<file path="src/rtl/collatz_pkg.sv">
// Shared definitions for the Collatz step counter: FSM state encoding and
// the bit positions inside the {timeout, overflow, zero_input} flag vector.
package collatz_pkg;

   typedef enum logic [1:0] {
      StIdle = 2'd0,
      StRun  = 2'd1,
      StDone = 2'd2
   } state_e;

   localparam int unsigned NumFlags     = 3;
   localparam int unsigned FlagZero     = 0;
   localparam int unsigned FlagOverflow = 1;
   localparam int unsigned FlagTimeout  = 2;

endpackage

</file>
<file path="src/rtl/collatz_step.sv">
// One Collatz iteration: halve even values, 3v+1 for odd values.
// The odd product is formed two bits wider than the value so that any
// result that no longer fits in WIDTH bits is reported as overflow.
module collatz_step #(
   parameter int unsigned WIDTH = 27
) (
   input  logic [WIDTH-1:0] value_i,
   output logic [WIDTH-1:0] next_o,
   output logic             overflow_o
);

   logic [WIDTH+1:0] triple_plus_one;

   // Next value and overflow detection for the current value.
   always_comb begin
      triple_plus_one = {2'b00, value_i} + {1'b0, value_i, 1'b0} +
                        {{(WIDTH+1){1'b0}}, 1'b1};
      next_o          = {1'b0, value_i[WIDTH-1:1]};
      overflow_o      = 1'b0;
      if (value_i[0]) begin
         next_o     = triple_plus_one[WIDTH-1:0];
         overflow_o = |triple_plus_one[WIDTH+1:WIDTH];
      end
   end

endmodule

</file>
<file path="src/rtl/collatz_steps.sv">
// Collatz step counter with valid/ready handshakes on input and result.
// Accepts a start value in IDLE, iterates one step per cycle in RUN and
// presents the step count plus {timeout, overflow, zero_input} flags in DONE.
// Optional feature: define COLLATZ_PEAK_EN to add out1, the largest value
// reached during the run (including the start value).
module collatz_steps
   import collatz_pkg::*;
#(
   parameter int unsigned WIDTH     = 27,
   parameter int unsigned CNT_WIDTH = 16
) (
   input  logic                 clk,
   input  logic                 nrst,
   input  logic                 in_valid,
   output logic                 in_ready,
   input  logic [WIDTH-1:0]     in0,
   output logic                 out_valid,
   input  logic                 out_ready,
   output logic [CNT_WIDTH-1:0] out0,
   output logic [NumFlags-1:0]  out_flags
`ifdef COLLATZ_PEAK_EN
   ,
   output logic [WIDTH-1:0]     out1
`endif
);

   localparam logic [WIDTH-1:0]     ValOne = {{(WIDTH-1){1'b0}}, 1'b1};
   localparam logic [CNT_WIDTH-1:0] CntOne = {{(CNT_WIDTH-1){1'b0}}, 1'b1};

   state_e                state_q, state_d;
   logic [WIDTH-1:0]      value_q, value_d;
   logic [CNT_WIDTH-1:0]  count_q, count_d;
   logic [CNT_WIDTH-1:0]  out0_q, out0_d;
   logic [NumFlags-1:0]   flags_q, flags_d;

   logic [WIDTH-1:0]      step_next;
   logic                  step_ovf;
   logic                  accept;
   logic                  is_one;
   logic                  cnt_full;
   logic                  advance;
   logic                  run_finish;

   collatz_step #(
      .WIDTH(WIDTH)
   ) u_step (
      .value_i   (value_q),
      .next_o    (step_next),
      .overflow_o(step_ovf)
   );

   // Handshake outputs decode straight from the state register.
   always_comb begin
      in_ready   = (state_q == StIdle);
      out_valid  = (state_q == StDone);
      accept     = in_ready && in_valid;
      is_one     = (value_q == ValOne);
      cnt_full   = (count_q == {CNT_WIDTH{1'b1}});
      advance    = (state_q == StRun) && !is_one && !cnt_full && !step_ovf;
      run_finish = (state_q == StRun) && !advance;
   end

   // FSM next state, working registers and result capture.
   always_comb begin
      state_d = state_q;
      value_d = value_q;
      count_d = count_q;
      out0_d  = out0_q;
      flags_d = flags_q;
      unique case (state_q)
         StIdle: begin
            if (accept) begin
               value_d = in0;
               count_d = '0;
               if (in0 == '0) begin
                  // Zero never reaches 1: report immediately without running.
                  state_d           = StDone;
                  out0_d            = '0;
                  flags_d           = '0;
                  flags_d[FlagZero] = 1'b1;
               end else begin
                  state_d = StRun;
               end
            end
         end
         StRun: begin
            if (advance) begin
               value_d = step_next;
               count_d = count_q + CntOne;
            end else begin
               // Priority: reached 1, then counter exhausted, then overflow.
               state_d = StDone;
               out0_d  = count_q;
               flags_d = '0;
               if (!is_one) begin
                  if (cnt_full) begin
                     flags_d[FlagTimeout] = 1'b1;
                  end else begin
                     flags_d[FlagOverflow] = 1'b1;
                  end
               end
            end
         end
         StDone: begin
            if (out_ready) begin
               state_d = StIdle;
            end
         end
         default: begin
            state_d = StIdle;
         end
      endcase
   end

   // State and result registers; reset aborts any computation in flight.
   always_ff @(posedge clk or negedge nrst) begin
      if (!nrst) begin
         state_q <= StIdle;
         value_q <= '0;
         count_q <= '0;
         out0_q  <= '0;
         flags_q <= '0;
      end else begin
         state_q <= state_d;
         value_q <= value_d;
         count_q <= count_d;
         out0_q  <= out0_d;
         flags_q <= flags_d;
      end
   end

   assign out0      = out0_q;
   assign out_flags = flags_q;

`ifdef COLLATZ_PEAK_EN
   logic [WIDTH-1:0] peak_q, peak_d;
   logic [WIDTH-1:0] out1_q, out1_d;

   // Running maximum; captured into out1 alongside out0 on entering DONE.
   always_comb begin
      peak_d = peak_q;
      out1_d = out1_q;
      if (accept) begin
         peak_d = in0;
         if (in0 == '0) begin
            out1_d = '0;
         end
      end else if (advance && (step_next > peak_q)) begin
         peak_d = step_next;
      end
      if (run_finish) begin
         out1_d = peak_q;
      end
   end

   // Peak and captured-peak registers.
   always_ff @(posedge clk or negedge nrst) begin
      if (!nrst) begin
         peak_q <= '0;
         out1_q <= '0;
      end else begin
         peak_q <= peak_d;
         out1_q <= out1_d;
      end
   end

   assign out1 = out1_q;
`else
   // Without the peak feature run_finish has no consumer.
   logic unused_run_finish;
   assign unused_run_finish = run_finish;
`endif

endmodule

</file>
<file path="config.mk">
export PLATFORM = sky130hd
export DESIGN_NAME = collatz_steps
export DESIGN_NICKNAME = d
export VERILOG_FILES = /design/src/rtl/collatz_pkg.sv /design/src/rtl/collatz_step.sv /design/src/rtl/collatz_steps.sv
export SDC_FILE = /design/constraint.sdc
export NUM_CORES = 1
export LEC_CHECK = 0
export CAP_MARGIN = 15
export CORE_ASPECT_RATIO = 0.75
export CORE_MARGIN = 2
export CORE_UTILIZATION = 43
export DETAILED_ROUTE_END_ITERATION = 6
export PLACE_DENSITY_LB_ADDON = 0.1
export SKIP_CTS_REPAIR_TIMING = 1
export SYNTH_ARGS = -nofsm -noshare
export SYNTH_HDL_FRONTEND = slang
export SYNTH_SLANG_ARGS = --single-unit
</file>
<file path="constraint.sdc">
create_clock -name clk -period 9 [get_ports clk]
set_clock_uncertainty 0.05 [all_clocks]
set_input_delay 2.7 -clock clk [delete_from_list [all_inputs] [get_ports clk]]
set_output_delay 2.7 -clock clk [all_outputs]
set_load 0.02 [all_outputs]
</file>
# After elaboration in Yosys (flattened, before gate mapping)
# Index checks and enable logic that the tools add are counted.
[totals]
output_inout_bits = 21
input_bits = 31
register_bits = 64
[op_classes]
muxes = 24
n_addsub = 3
eq_ne = 9
n_reduce_logical = 14
[ops]
columns = ["cell", "n"]
rows = [
  ["$mux W27", 3],
  ["$mux W16", 5],
  ["$pmux W16 S2", 2],
  ["$pmux W27 S2", 1],
  ["$add A27 B28 Y29", 1],
  ["$add A29 B1 Y29 const B", 1],
  ["$eq A27 B1 Y1 const B", 1],
  ["$logic_not A27 Y1", 1],
  ["$add A16 B1 Y16 const B", 1],
  ["$eq A16 B16 Y1 const B", 1],
  ["$mux W2", 5],
  ["$mux W3", 3],
  ["$ne A2 B1 Y1 const B", 3],
  ["$pmux W2 S3", 1],
  ["$pmux W3 S2", 1],
  ["$reduce_and A3 Y1", 2],
  ["$logic_and A1 B1 Y1", 4],
  ["$ne A2 B2 Y1 const B", 2],
  ["$reduce_and A4 Y1", 1],
  ["$logic_not A1 Y1", 3],
  ["$mux W1", 3],
  ["$eq A2 B1 Y1 const B", 1],
  ["$eq A2 B2 Y1 const B", 1],
  ["$logic_not A2 Y1", 1],
  ["2 further kinds", 2],
]

# Logic depth before layout (Yosys ltp)
[logic_depth]
ltp_word = 8
depth_mapped = 13

# Cells and area by module
# From an unflattened synthesis, not the netlist that was laid out.
[hier_totals]
cells_unflattened = 536
hier_area_um2 = 5058.6
[modules_own_cells]
columns = ["module", "seq_area_each_um2", "cells_per_inst", "area_per_inst_um2", "n_inst"]
rows = [
  ["collatz_steps", 1601.5, 284, 3295.7, 1],
  ["collatz_step", 0.0, 252, 1762.9, 1],
]

# Worst setup path before layout
# No wires, ideal clock.
[synth_timing]
kind = "in2reg"
startpoint = "input port in0[4]"
endpoint = "register out0_q[0] (netlist: out0[0])"
t_required_ns = 8.829
arrival_ns = 4.015
slack_ns = 4.814
cell_stages = 7
setup_ns = 0.121
cell_sequence = "nor4_1 > nand4_1 > o21bai_1 > nor2b_1 > o21ai_4 > buf_6 > a22o_1"
[synth_via]
elab_chain_cells = 3
[synth_lines]
columns = ["item", "line_no", "source"]
rows = [
  ["start, declared", "collatz_steps.sv:16", "input logic [WIDTH-1:0] in0,"],
  ["$logic_not A27 Y1", "collatz_steps.sv:75", "if (in0 == '0) begin"],
  ["$ne A2 B1 Y1 (no line)", "--", ""],
  ["$reduce_and A4 Y1 (no line)", "--", ""],
  ["end signal, assigned", "collatz_steps.sv:127", "out0_q <= out0_d;"],
  ["end, declared", "collatz_steps.sv:33", "logic [CNT_WIDTH-1:0] out0_q, out0_d;"],
]
# Every way passes these cells.
# A chain may end at the register's enable or synchronous reset.

# Worst setup path after layout
[layout_timing]
startpoint = "input port in0[7]"
endpoint = "register out0_q[14] (netlist: out0[14])"
# Same word-level chain as after synthesis.

==> out/metrics.yaml <==
synth_edf_count: 0
diodes: 0
ys_top_cells_by_area: "dfrtp_1 (31%), ha_1 (10%), a21oi_1 (5.4%), mux2i_1 (5.1%), mux2_2 (3.3%)"
startpoint: "in0[7]"
overflow: 0
cts_buffer_depth: 2
nets: 702
status: "finished, final reports clean"
first_pass_iters: 5
top_layer_used: "met4"
clkSlewWorstSetupHoldPaths_ns: 0.06
met3_wirelength_um: 867
drt-total-wl_um: 14300
cts_root_buf: "clkbuf_16"
port_buffers: 51
vias: 4657
synthDominantCellAreaShare: 0.312
yosysTopAreaCell: "dfrtp_1"
async_reset_ff_frac: 1.00
die_width_um: 130
syn-num-nets: 662
hold_viol: 0
clkSinkCount: 64
via_per_inst: 5.87
setup_tns_ns: 0
pin_count: 52
rsz0062_at_grt: "false"
hold_class: "register to register"
worstPathMaxFanout: 17
core_mm2: 0.0116
clock.fmax_mhz: 203
startpoint_type: "input port"
end_kind: "register"
grt_use_total: 0.233
synthToLayoutAreaGrowth_pct: 18.3
antenna_found_initial: 0
clk_latency_ns: 0.34
syn_area_mm2: 0.00513
wirelength_met1_um: 7550
grt_max_degree: 65
yosysMostFrequentCell: "dfrtp_1"
syn_inst: 587
post-route-min-period_ns: 4.94
avgSynthCellArea_um2: 8.74
arrival_ns: 5.10
r2r_slack_ns: 4.75
crit_end: "out0[14]"
reg2regPathDepth: 11
drt-initial-drc-count: 353
slew_viol_final: 0
yosysWarningCount: 0
n_fill_cell: 1101
r2r-start: "value_q[10]"
ys_ff_latch: 64
synth_flop_cell: "dfrtp_1"
cp.required_ns: 9.17
worst_pin_slew_ns: 0.868
finalSetupViolCount: 0
routabilityCongestion: 0.919
crit_type: "input port to register"
cts_buffers: 9
detail-route-antenna-nets: 0
slew_headroom: 0.420
grt_first_pass_wirelength_um: 23700
grt_pass1_vias: 4555
r2r-end: "value_q[9]"
post-dp-hpwl_um: 10300
synth_commonest_cells: "dfrtp_1 (64), a21oi_1 (55), nand2_1 (45), ha_1 (43), inv_1 (33)"
floorplan.initialDensity: 0.442
drt-wirelength-per-cell_um: 18.0
max_cap_viol_count: 0
die_area_mm2: 0.0128
drive_gt1_frac: 0.0791
yosysSeqAreaShare: 0.312
cts_max_level: 3
met2WireLength_um: 5700
die_y_um: 98.6
rows: 34
drcViolationCount: 0
synthDistinctLibCells: 60
timing.final.crit_share: 0.548
cts_tree: "built"
-- registers in the layout, summed over array words and instances (netlist names), named ones only --
signal and count:
count_q 16, out0 16, out_flags 3, state_q 2, value_q 26
-- per-layer routing --
metal / GRT usage / up-vias
li1: - / 2268
met1: 0.370 / 2226
met2: 0.320 / 148
met3: 0.0472 / 15
met4: 0.0579 / 0
met5: 0 / -
-- worst min-delay path by stage --
stage	end	cells after the start	slack [ns]	startpoint
5_1_grt	out0[9]	1	0.47	out0[9]
2_1_floorplan	count_q[15]	1	0.41	count_q[15]
4_1_cts	out0[11]	1	0.45	out0[11]
3_5_place_dp	out0[1]	1	0.43	out0[1]
6_report	out0[11]	1	0.45	out0[11]
3_3_place_gp	out0[3]	1	0.43	out0[3]
-- per-stage QoR --
step / util / hold slack, ns / worst slack, ns / std cells / cell area, um^2
after floorplan: - / 0.411 / 4.81 / 587 / 5130
after global placement: 0.495 / 0.433 / 3.84 / 778 / 5750
after detailed placement: 0.495 / 0.430 / 3.79 / 778 / 5750
after CTS: 0.523 / 0.454 / 4.12 / 794 / 6070
after global routing: 0.523 / 0.473 / 3.99 / 794 / 6070
final: 0.523 / 0.446 / 4.06 / 794 / 6070
-- cells in the final DEF, fill, tap and decap left out, types with 15 or more instances in the layout --
cell type	count
a22o_1	16
nand2_1	45
dfrtp_1	64
ha_1	43
mux2i_1	26
inv_1	33
a31oi_1	20
mux2_2	15
nor2_1	32
clkdlybuf4s50_1	50
a21oi_1	55
o21ai_0	32
-- worst max-delay path, stage by stage --
cell and delay [ns]:
clkdlybuf4s50_1 0.43, nor4_1 0.62, nand4_1 0.23, o21bai_1 0.20, nor2b_1 0.42, o21ai_4 0.25
a22o_1 0.24
-- kinds of logic after synthesis --
| kind of cell | Yosys count | share of synthesized area |
|---|---|---|
| AO/OA/AOI/OAI | 194 | 0.250 |
| XOR/XNOR | 18 | 0.0307 |
| adder cells (fa/ha/maj) | 44 | 0.109 |
| buffers and inverters | 62 | 0.0517 |
| flip-flops | 64 | 0.312 |
| multiplexers | 41 | 0.0837 |
| AND/OR/NAND/NOR | 164 | 0.163 |
-- layout make-up --
class	instances	area, um^2	share of cell area
clock buffer	12	267	0.0439
clock inverter	4	51.3	0.00845
sequential	64	1600	0.264
inverter	33	124	0.0204
multi-input combinational	461	3260	0.538
tap	162	203	0.0334
timing repair buffer	58	558	0.0920
Power is not shown: default switching activity piles up to over one toggle a cycle in this logic, so the estimate is an artifact.
